## config.mk

```make
export PLATFORM = sky130hd
export DESIGN_NAME = corner_sb_tile_cfg
export DESIGN_NICKNAME = d
export VERILOG_FILES = /design/src/rtl/fpga_tile_pkg.sv /design/src/rtl/sb_route_mux4.sv /design/src/rtl/corner_sb_tile_cfg.sv
export SDC_FILE = /design/constraint.sdc
export NUM_CORES = 1
export LEC_CHECK = 0
export BUFFER_PORTS_ARGS = -buffer_cell sky130_fd_sc_hd__buf_2
export CAP_MARGIN = 20
export CORE_AREA = 2 2 182 184
export CTS_BUF_LIST = sky130_fd_sc_hd__clkbuf_4 sky130_fd_sc_hd__clkbuf_8
export DETAILED_ROUTE_END_ITERATION = 16
export DIE_AREA = 0 0 184 186
export PLACE_DENSITY_LB_ADDON = 0.05
export SLEW_MARGIN = 20
export SYNTH_ARGS = -nofsm -noshare
export SYNTH_HDL_FRONTEND = slang
export SYNTH_SLANG_ARGS = --single-unit
export TNS_END_PERCENT = 10
```

## constraint.sdc

```tcl
create_clock -name prog_clk -period 2.3 [get_ports prog_clk]
set_clock_uncertainty 0.2 [all_clocks]
set_input_delay 0.23 -clock prog_clk [delete_from_list [all_inputs] [get_ports prog_clk]]
set_output_delay 0.23 -clock prog_clk [all_outputs]
set_load 0.05 [all_outputs]
```

## src/rtl/fpga_tile_pkg.sv

```systemverilog
// Shared definitions for switch-box tiles: route-select encoding and the
// configuration state enum.
package fpga_tile_pkg;

  localparam int SEL_W = 2;

  // Route-select encoding used by every switch-box output mux
  localparam logic [SEL_W-1:0] SEL_STRAIGHT = 2'd0;  // same-index track
  localparam logic [SEL_W-1:0] SEL_NEXT     = 2'd1;  // next track, wrapping
  localparam logic [SEL_W-1:0] SEL_PAD_TL   = 2'd2;  // top-left grid inpad
  localparam logic [SEL_W-1:0] SEL_PAD_RB   = 2'd3;  // right-bottom grid inpad

  typedef enum logic {
    UNCFG  = 1'b0,
    ACTIVE = 1'b1
  } state_t;

endpackage

```

## src/rtl/sb_route_mux4.sv

```systemverilog
// 4:1 routing mux; input order follows the select encoding in fpga_tile_pkg.
module sb_route_mux4
  import fpga_tile_pkg::*;
(
  input  logic [SEL_W-1:0] sel,
  input  logic [3:0]       in,
  output logic             out
);

  // Pick one of the four candidate sources
  always_comb begin
    out = in[0];
    case (sel)
      SEL_STRAIGHT: out = in[0];
      SEL_NEXT:     out = in[1];
      SEL_PAD_TL:   out = in[2];
      SEL_PAD_RB:   out = in[3];
      default:      out = in[0];
    endcase
  end

endmodule

```

## src/rtl/corner_sb_tile_cfg.sv

```systemverilog
// Bottom-left corner switch box with a double-buffered configuration chain.
// Bits shift serially into sr; routing only changes on an accepted,
// length-checked commit that copies sr into cfg_q.
// Optional feature: define CCFF_PARITY_EN to append an even-parity bit to
// the chain and require it to check out before a commit is accepted.
module corner_sb_tile_cfg
  import fpga_tile_pkg::*;
#(
  parameter int CHAN_W   = 30,
  parameter int NUM_PADS = 4
) (
  input  logic                prog_clk,
  input  logic                prog_reset,
  input  logic                ccff_head,
  input  logic                ccff_en,
  input  logic                ccff_commit,
  input  logic [CHAN_W-1:0]   chanx_right_in,
  input  logic [CHAN_W-1:0]   chany_top_in,
  input  logic [NUM_PADS-1:0] top_left_pad,
  input  logic [NUM_PADS-1:0] right_bottom_pad,
  output logic                ccff_tail,
  output logic [CHAN_W-1:0]   chanx_right_out,
  output logic [CHAN_W-1:0]   chany_top_out,
  output logic                cfg_valid,
  output logic                cfg_err
);

  localparam int CFG_BITS = 4 * CHAN_W;
`ifdef CCFF_PARITY_EN
  localparam int LEN = CFG_BITS + 1;
`else
  localparam int LEN = CFG_BITS;
`endif
  // Counter must reach LEN+1, which flags an over-length load
  localparam int CNT_W = $clog2(LEN + 2);

  logic [LEN-1:0]      sr;
  logic [CNT_W-1:0]    cnt;
  logic [CFG_BITS-1:0] cfg_q;
  logic                parity_ok;
  logic                commit_ok;
  logic                route_en;
  state_t              state_reg;
  state_t              state_next;
  logic [CHAN_W-1:0]   mux_x;
  logic [CHAN_W-1:0]   mux_y;

`ifdef CCFF_PARITY_EN
  assign parity_ok = ~(^sr);
`else
  assign parity_ok = 1'b1;
`endif

  // A commit counts only as a lone strobe on an exactly full chain
  assign commit_ok = ccff_commit & ~ccff_en & (cnt == CNT_W'(LEN)) & parity_ok;
  assign ccff_tail = sr[LEN-1];

  // Serial shift chain; the MSB feeds the next tile
  always_ff @(posedge prog_clk) begin
    if (!prog_reset)  sr <= '0;
    else if (ccff_en) sr <= {sr[LEN-2:0], ccff_head};
  end

  // Shift counter: saturating increment, cleared by a lone commit strobe
  always_ff @(posedge prog_clk) begin
    if (!prog_reset) begin
      cnt <= '0;
    end else if (ccff_en) begin
      if (cnt != CNT_W'(LEN + 1)) cnt <= cnt + CNT_W'(1);
    end else if (ccff_commit) begin
      cnt <= '0;
    end
  end

  // Shadow config register and sticky error flag updated on commit
  always_ff @(posedge prog_clk) begin
    if (!prog_reset) begin
      cfg_q   <= '0;
      cfg_err <= 1'b0;
    end else if (commit_ok) begin
      cfg_q   <= sr[LEN-1 -: CFG_BITS];
      cfg_err <= 1'b0;
    end else if (ccff_commit) begin
      cfg_err <= 1'b1;
    end
  end

  // FSM state register
  always_ff @(posedge prog_clk) begin
    if (!prog_reset) state_reg <= UNCFG;
    else             state_reg <= state_next;
  end

  // FSM next state: the first accepted commit activates routing for good
  always_comb begin
    state_next = state_reg;
    case (state_reg)
      UNCFG:   if (commit_ok) state_next = ACTIVE;
      ACTIVE:  state_next = ACTIVE;
      default: state_next = UNCFG;
    endcase
  end

  // FSM outputs: routed channels are held at zero until configured
  always_comb begin
    route_en        = (state_reg == ACTIVE);
    cfg_valid       = route_en;
    chanx_right_out = route_en ? mux_x : '0;
    chany_top_out   = route_en ? mux_y : '0;
  end

  genvar gi;
  generate
    for (gi = 0; gi < CHAN_W; gi++) begin : g_route
      sb_route_mux4 u_mux_x (
        .sel (cfg_q[2*gi +: SEL_W]),
        .in  ({right_bottom_pad[gi % NUM_PADS], top_left_pad[gi % NUM_PADS],
               chany_top_in[(gi + 1) % CHAN_W], chany_top_in[gi]}),
        .out (mux_x[gi])
      );
      sb_route_mux4 u_mux_y (
        .sel (cfg_q[2*CHAN_W + 2*gi +: SEL_W]),
        .in  ({right_bottom_pad[gi % NUM_PADS], top_left_pad[gi % NUM_PADS],
               chanx_right_in[(gi + 1) % CHAN_W], chanx_right_in[gi]}),
        .out (mux_y[gi])
      );
    end
  endgenerate

endmodule
```

### Word-level counts from Yosys, hierarchy flattened

Cells that the tools add are included.

* register bits: 249
* bits in latches: 0
* memory bits (writable): 0
* memory bits (read-only): 0
* output and inout bits: 63
* logic and storage cells: 324
* memories kept: 0

* $add $sub $neg: 1
* multiply operators: 0
* div/mod/pow operators: 0
* magnitude comparators: 0
* eq/ne operators: 183
* shift-type cells: 0
* mux-type cells: 67
* bitwise gates (word level): 5
* reductions and logical operators: 63

Operators by type and width (number)
* $eq A2 B2 Y1 const B: 120
* $pmux W1 S4: 60
* $eq A2 B1 Y1 const B: 60
* $logic_not A2 Y1: 60
* $mux W30: 2
* $mux W7: 3
* $add A7 B1 Y7 const B: 1
* $eq A7 B7 Y1 const B: 1
* $ne A7 B7 Y1 const B: 1
* $not A1 Y1: 3
* $and A1 B1 Y1: 2
* $ne A2 B1 Y1 const B: 1
* $pmux W1 S2: 1
* $reduce_and A2 Y1: 1
* $reduce_bool A2 Y1: 1
* $reduce_or A2 Y1: 1
* $mux W1: 1

### Longest topological paths before layout

Gate-level depths: netlist of the first run.

* word-level depth: 5
* depth in mapped cells: 7
* gate-level depth less buffers: 5

### Modules after synthesis

From an unflattened synthesis of the first run, not the netlist that was laid out.

* cells, all modules: 1097
* area, all modules: 11138.2 um2

By module, submodules not included
* corner_sb_tile_cfg: times used 1, cells an instance 1037, area each 9786.9 um2
* sb_route_mux4: times used 60, cells an instance 1, area each 22.5 um2

### Least setup slack after synthesis of the first run

No wires, ideal clock.

* kind: reg-to-output
* from: register state_reg, in the netlist cfg_valid
* to: output chanx_right_out[0]
* data arrival time: 1.396 ns
* required time: 1.870 ns
* path slack: 0.474 ns
* cell stages (with the launch flop): 3
* path buffers: 1
* cells stage by stage: dfxtp_1 > clkbuf_1 > and2_1

* cells in the longest elaborated chain, start to end: 1

RTL lines
* from (decl): line corner_sb_tile_cfg.sv:43 `state_t state_reg;`
* from (signal assigned): line corner_sb_tile_cfg.sv:91 `else state_reg <= state_next;`
* $mux W30: line corner_sb_tile_cfg.sv:108 `chanx_right_out = route_en ? mux_x : '0;`
* to (decl): line corner_sb_tile_cfg.sv:22 `output logic [CHAN_W-1:0] chanx_right_out,`

Every way passes these cells.

### Final worst setup path of the first run

* from: register cfg_q[96]
* to: output chany_top_out[18]

* cells in the longest elaborated chain, start to end: 3
* elaborated cells on any way between the ends: 6
* those cells by class: eq/ne (3); mux (2); reduce/logical (1)

RTL lines
* from (decl): line corner_sb_tile_cfg.sv:39 `logic [CFG_BITS-1:0] cfg_q;`
* from (signal assigned): line corner_sb_tile_cfg.sv:81 `cfg_q <= sr[LEN-1 -: CFG_BITS];`
* $eq A2 B2 Y1, or another cell as far along: line sb_route_mux4.sv:13 `case (sel)`
* $pmux W1 S4 *: line sb_route_mux4.sv:13
* $mux W30 *: line corner_sb_tile_cfg.sv:109 `chany_top_out = route_en ? mux_y : '0;`
* to (decl): line corner_sb_tile_cfg.sv:23 `output logic [CHAN_W-1:0] chany_top_out,`

Mark *: on every way between the ends. The rest lies on a longest branch, timed or not.

==> results of run 1 <==
## per-layer routing
layer | track usage [%] | vias up
met2 | 27.7 | 145
li1 | - | 4013
met1 | 23.2 | 3977
met5 | 0 | -
met3 | 2.97 | 43
met4 | 5.41 | 0
## registers in the layout, summed over array words and instances, names as in the netlist
register and flops:
cnt 7, sr 120, cfg_valid 1, cfg_q 120, cfg_err 1
## power groups by stage
stage / sequential (W) / combinational [W] / clock (W)
after floorplan: 0.00443 / 0.000282 / 0
after global placement: 0.00443 / 0.000515 / 0
after detailed placement: 0.00443 / 0.000511 / 0
after CTS: 0.00433 / 0.000522 / 0.00458
after global routing: 0.00433 / 0.000551 / 0.00480
final: 0.00433 / 0.000514 / 0.00440
## cells in the mapped netlist
master	number	area share (%)
buf_1	3	0.10
inv_1	2	0.067
buf_2	16	0.72
o211ai_1	1	0.067
nand4b_1	1	0.078
o21a_1	1	0.067
nand3b_1	1	0.067
o21ai_0	4	0.18
a21oi_1	3	0.13
nor3_2	1	0.089
dfxtp_1	249	45
o2111ai_1	1	0.078
and3_1	2	0.11
and3b_1	1	0.078
ha_1	3	0.34
nand3_1	8	0.36
and2_1	60	3.4
nor3b_1	2	0.13
nand2_1	244	8.2
buf_6	8	0.80
or4b_2	2	0.18
nor2b_1	3	0.17
mux2i_1	240	21
clkbuf_1	56	1.9
inv_2	1	0.033
a31oi_1	5	0.28
nand4_1	1	0.056
buf_4	1	0.067
a211o_1	1	0.078
nor2_1	122	4.1
mux4_2	60	12
xor2_1	2	0.16
## worst max path at each step
stage                                   endpoint                    from  slack (ps)  cells after the start
after floorplan               chanx_right_out[0]    cfg_valid$_SDFF_PN0_         470                      2
after global placement         chany_top_out[29]     right_bottom_pad[1]         320                      4
after detailed placement  cfg_q[29]$_SDFFE_PN0P_     cnt[3]$_SDFFE_PN0P_         320                      4
after CTS                       chany_top_out[1]  cfg_q[62]$_SDFFE_PN0P_           4                      3
after global routing           chany_top_out[14]  cfg_q[88]$_SDFFE_PN0P_         -20                      3
final                          chany_top_out[18]  cfg_q[96]$_SDFFE_PN0P_          70                      3
## through the flow
step                      hold WS (ps)  util [%]  setup slack (ps)  total power (W)
after floorplan                    177         -               474          0.00471
after global placement             249      38.1               323          0.00494
after detailed placement           253      38.1               323          0.00494
after CTS                          265      41.2              3.69          0.00943
after global routing               279      41.3             -17.4          0.00968
final                              261      41.3              69.1          0.00925
## repair_timing
item                                   in CTS  in global routing
resized for setup                           5                  8
hold buffers                                5                  0
pin swaps                                   0                  0
endpoints found under the hold margin      48                  0
setup endpoints to repair                   5                 16
## cell families (layout without fill, tap and decap cells)
group                    after synthesis  in the layout  share of synthesized area [%]
flip-flops                           249            249                           44.5
adder cells (fa/ha/maj)                3              3                          0.335
XOR/XNOR                               2              2                          0.156
AND/OR/NAND/NOR                      448            448                           16.9
buffers and inverters                 87            235                           3.66
AO/OA/AOI/OAI                         16             16                          0.883
multiplexers                         300            300                           33.5
## area by class of cell
| cell class | count | area, sq um | share of cell area, % |
|---|---|---|---|
| inverter | 3 | 13.8 | 0.104 |
| tap | 408 | 510 | 3.84 |
| multi-input combinational | 769 | 5810 | 43.7 |
| clock buffer | 70 | 870 | 6.54 |
| timing repair buffer | 156 | 1000 | 7.56 |
| clock inverter | 6 | 82.6 | 0.621 |
| sequential | 249 | 5000 | 37.6 |
## worst register-to-register path: stages, from the launching register on
cell	delay (ps)
dfxtp_1	410
nand3_1	250
nor3_4	400
buf_12	370
mux2i_1	300
==> results.yml, run 1 <==
sta:
  fin_crit_ps: 2230
  finalSetupTns_ps: 0
  period_share_pct: 97.0
  worstMarginPinSlew_ps: 681
  hold_viol: 0
  rsz0062_at_grt: "yes"
  setup_violations: 0
  slew_headroom_pct: 54.6
  drv_slew: 0
  fmax_ghz: 0.448
setup_path:
  worstPathArrival_ps: 1800
  worstSetupPathType: "reg2out"
  worstReg2RegEnd: "cfg_q[40]$_SDFFE_PN0P_"
  crit-reg2reg-launch: "cnt[3]$_SDFFE_PN0P_"
  slowest_stage: "mux4_2"
  rr_worst_depth: 4
  cp_data_required_time_ps: 1870
  crit_chain: "mux4_2 -> and2_1 -> buf_2"
  critPathMaxFanout: 2
  cpPeakStageDelay_ps: 530
  cp-end-kind: "primary output"
  crit_family: "multiplexers"
  cp_num_buf_inv: 1
  reg2reg_slack_ps: 300
  startpoint_type: "flip-flop"
pwr:
  power.internal_w: 0.00713
  power.leakage_nw: 5.08
  vdd_ir_drop_max_v: 0.000325
  pwr-share-comb_pct: 5.6
  power_switching_w: 0.00212
  switching_share_pct: 22.9
  powerDensity_nw_per_um2: 696
  power_frac_seq_pct: 46.8
  p_clk_share_pct: 47.6
logic_synthesis:
  syn_area_per_cell_sq_um: 10.1
  synth_cell_types: 32
  yosysWarnings: 0
  synth_seq_area_share_pct: 44.5
  syn_inst: 1105
  synth_fp_nets: 1181
  ys_ff_latch: 249
  synth_area_sq_um: 11200
cts:
  cts_buffers: 46
  clk_pin_slew_ps: 60
  cts_tree: "done"
  cts_setup_buffers: 0
  cts.sinks: 249
  cts-root-buf: "clkbuf_8"
  clkLatencyLatePin_ps: 550
  htree_num_levels: 2
  clock_path_buffers: 3
cells_and_area:
  design_area_sq_um: 13300
  finalNonFillerCells: 1661
  mostFrequentLayoutCells: "nand2_1, mux2i_1, dfxtp_1"
  area.growth.synth_to_final_pct: 18.7
  nFillCells: 3259
  fin_nets: 1301
  antenna_cells: 0
  final_common_cell: "nand2_1"
  drive_above_1_share_pct: 24.0
global_route:
  grt_pass1_wl_microns: 45400
  grt_pass1_vias: 8142
  grt_use_total_pct: 17.1
  antenna_found_initial: 0
  grt_overflow: 0
  grt_max_degree: 138
floorplanning:
  die_area_sq_um: 34200
  die_y_microns: 186
  core_area_sq_um: 32200
  ios: 136
  die_x_microns: 184
  start_util_pct: 34.8
  row_count: 66
detailed_routing:
  wl_met2_microns: 13100
  first_pass_iters: 4
  wl_microns: 28800
  wl_per_cell_microns: 17.4
  via_per_inst: 4.92
  met3_wirelength_microns: 1110
  highest_layer: "met4"
  drt-met1-wl_microns: 14000
  drt-initial-drc-count: 344
  post-route-drc-count: 0
  ant_nets: 0
  num_vias: 8178
min_path:
  min_to: "cfg_q[79]$_SDFFE_PN0P_"
  hold_depth: 2
  hp-class: "reg2reg"
  hold_start: "cfg_q[79]$_SDFFE_PN0P_"
run_status:
  status: "finished clean"
place:
  dp.cells: 1580
  gp_congestion: 0.693
  place_area_sq_um: 12300
  port_buffers: 135
  dp.final_hpwl_microns: 17600
job:
  drv_cap: 0
Note: power is estimated with default switching activity, not from simulation.
==> run 2: changes to the inputs <==
--- a/config.mk
+++ b/config.mk
@@ -7,10 +7,10 @@
 export LEC_CHECK = 0
 export BUFFER_PORTS_ARGS = -buffer_cell sky130_fd_sc_hd__buf_2
 export CAP_MARGIN = 20
-export CORE_AREA = 2 2 182 184
+export CORE_AREA = 2 2 140 142
 export CTS_BUF_LIST = sky130_fd_sc_hd__clkbuf_4 sky130_fd_sc_hd__clkbuf_8
 export DETAILED_ROUTE_END_ITERATION = 16
-export DIE_AREA = 0 0 184 186
+export DIE_AREA = 0 0 142 144
 export PLACE_DENSITY_LB_ADDON = 0.05
 export SLEW_MARGIN = 20
 export SYNTH_ARGS = -nofsm -noshare
==> run 2 against run 1 <==
  * Combinational power is 7.2% lower
  * Total power is 4.4% lower
  * Sequential share of layout area is 0.90 points higher
  * Die area is 40% lower
  * Setup slack hardly changed
  * Sequential cell count stayed put
  * Clock-buffer cell count is 9 lower
  * Via count is 2.4% lower
==> results.yml, run 2 (same netlist as run 1, synthesis figures left out) <==
run_status:
  status: "finished clean"
setup_path:
  slowest_stage: "mux4_2"
  cp-end-kind: "primary output"
  crit_chain: "mux4_2 -> and2_1 -> buf_2"
  startpoint_type: "flip-flop"
  cpPeakStageDelay_ps: 510
  worstPathArrival_ps: 1800
  cp_data_required_time_ps: 1870
  worstReg2RegEnd: "cnt[4]$_SDFFE_PN0P_"
  crit_family: "multiplexers"
  rr_worst_depth: 5
  worstSetupPathType: "reg2out"
  crit-reg2reg-launch: "cnt[4]$_SDFFE_PN0P_"
  cp_num_buf_inv: 1
  reg2reg_slack_ps: 210
  critPathMaxFanout: 2
cells_and_area:
  mostFrequentLayoutCells: "dfxtp_1, nand2_1, mux2i_1"
  antenna_cells: 0
  reg_top3: "cfg_q (120), sr (120), cnt (7)"
  drive_above_1_share_pct: 23.1
  final_common_cell: "dfxtp_1"
  regArea_sq_um: 4990
  fin_nets: 1297
  nFillCells: 1577
  area.growth.synth_to_final_pct: 15.6
  multiInputGateArea_sq_um: 5810
floorplanning:
  core_area_sq_um: 19100
  start_util_pct: 58.7
  row_count: 51
  die_area_sq_um: 20400
  die_y_microns: 144
  ios: 136
  die_x_microns: 142
detailed_routing:
  drt-initial-drc-count: 378
  via_per_inst: 5.36
  first_pass_iters: 4
  wl_per_cell_microns: 16.1
  wl_microns: 24000
  post-route-drc-count: 0
  num_vias: 7982
  ant_nets: 0
min_path:
  hold_depth: 2
  min_to: "cfg_q[47]$_SDFFE_PN0P_"
  hold_start: "cfg_q[47]$_SDFFE_PN0P_"
  hp-class: "reg2reg"
cts:
  htree_num_levels: 2
  cts_setup_buffers: 0
  clk_pin_slew_ps: 60
  cts.sinks: 249
  cts_buffers: 41
  clkLatencyLatePin_ps: 530
  cts_tree: "done"
  clock_path_buffers: 3
  cts-root-buf: "clkbuf_8"
global_route:
  grt_max_degree: 142
  antenna_found_initial: 0
  grt_pass1_vias: 7523
  grt_overflow: 0
  grt_use_total_pct: 23.4
  grt_pass1_wl_microns: 38100
pwr:
  p_clk_share_pct: 45.6
  power.internal_w: 0.00685
  power.leakage_nw: 5.02
  powerDensity_nw_per_um2: 683
  power_frac_seq_pct: 49.0
  pwr-share-comb_pct: 5.4
  power_switching_w: 0.00199
  vdd_ir_drop_max_v: 0.000473
  switching_share_pct: 22.5
place:
  port_buffers: 135
  dp.final_hpwl_microns: 14600
  pre_cts_slack_ps: 334
  gp_congestion: 0.771
sta:
  fin_ws_ps: 69.4
  rsz0062_at_grt: "yes"
  setup_violations: 0
  fmax_ghz: 0.448
  drv_slew: 0
  hold_viol: 0
  period_share_pct: 97.0
  finalHoldWorstSlack_ps: 260
  fin_crit_ps: 2230
  worstMarginPinSlew_ps: 621
  slew_headroom_pct: 58.6
job:
  drv_cap: 0
[run 2: changes by cell type in the layout (fill, tap and decap cells not counted), moves of 2 or more]
cell           delta
clkbuf_8          -7
dfxtp_1           +7
dfxtp_2           -6
clkinv_2          +5
buf_12            -3
buf_4             +2
clkbuf_4          -2
dlygate4sd3_1     +2
[run 2: how the worst max path moves through the flow]
| stage | from | endpoint | cells past startpoint |
|---|---|---|---|
| after global routing | cfg_q[62]$_SDFFE_PN0P_ | chany_top_out[1] | 3 |
| final | cfg_q[56]$_SDFFE_PN0P_ | chanx_right_out[28] | 3 |
| after detailed placement | cnt[3]$_SDFFE_PN0P_ | cfg_q[16]$_SDFFE_PN0P_ | 5 |
| after floorplan | cfg_valid$_SDFF_PN0_ | chanx_right_out[0] | 2 |
| after CTS | cfg_q[58]$_SDFFE_PN0P_ | chanx_right_out[29] | 3 |
| after global placement | right_bottom_pad[1] | chany_top_out[1] | 4 |
[run 2: power by group through the flow]
stage               clock, W  combinational, W  sequential (W)
finish               0.00403          0.000477         0.00433
global route         0.00433          0.000505         0.00433
CTS                  0.00413          0.000475         0.00433
detailed placement         0          0.000463         0.00442
global placement           0          0.000462         0.00442
floorplan                  0          0.000282         0.00443
[run 2: metal layers]
| metal | up-vias | share of wire [%] | track usage (%) |
|---|---|---|---|
| li1 | 3986 | - | - |
| met1 | 3797 | 48 | 32.4 |
| met2 | 160 | 46 | 37.7 |
| met3 | 39 | 4.7 | 4.30 |
| met4 | 0 | 2.0 | 7.05 |
| met5 | - | 0 | 0 |
[run 2: area by class of cell]
| type | instances | share of cell area [%] |
|---|---|---|
| clock buffer | 61 | 5.85 |
| tap | 238 | 2.30 |
| inverter | 3 | 0.0966 |
| sequential | 249 | 38.5 |
| multi-input combinational | 769 | 44.9 |
| timing repair buffer | 157 | 7.52 |
| clock inverter | 11 | 0.850 |
[run 2: metrics by stage]
step / power [W] / cell area (sq um) / util [%] / TNS [ps] / cells
6_report: 0.00884 / 13000 / 67.9 / 0 / 1488
3_5_place_dp: 0.00489 / 12000 / 62.9 / 0 / 1409
4_1_cts: 0.00894 / 12900 / 67.9 / 0 / 1488
3_3_place_gp: 0.00489 / 12000 / 62.9 / 0 / 1409
2_1_floorplan: 0.00471 / 11200 / - / 0 / 1105
5_1_grt: 0.00916 / 13000 / 67.9 / -2.40 / 1488
[run 2: timing repair]
item	4_1_cts	5_1_grt
resized for setup	0	4
endpoints found under the setup margin	0	4
hold endpoints to repair	33	0
hold buffers	7	0
[run 2: tightest hold or removal path: stages, from the launching register on]
cell     delay (ps)
dfxtp_1         310
nand2_1          50
mux2i_1          50
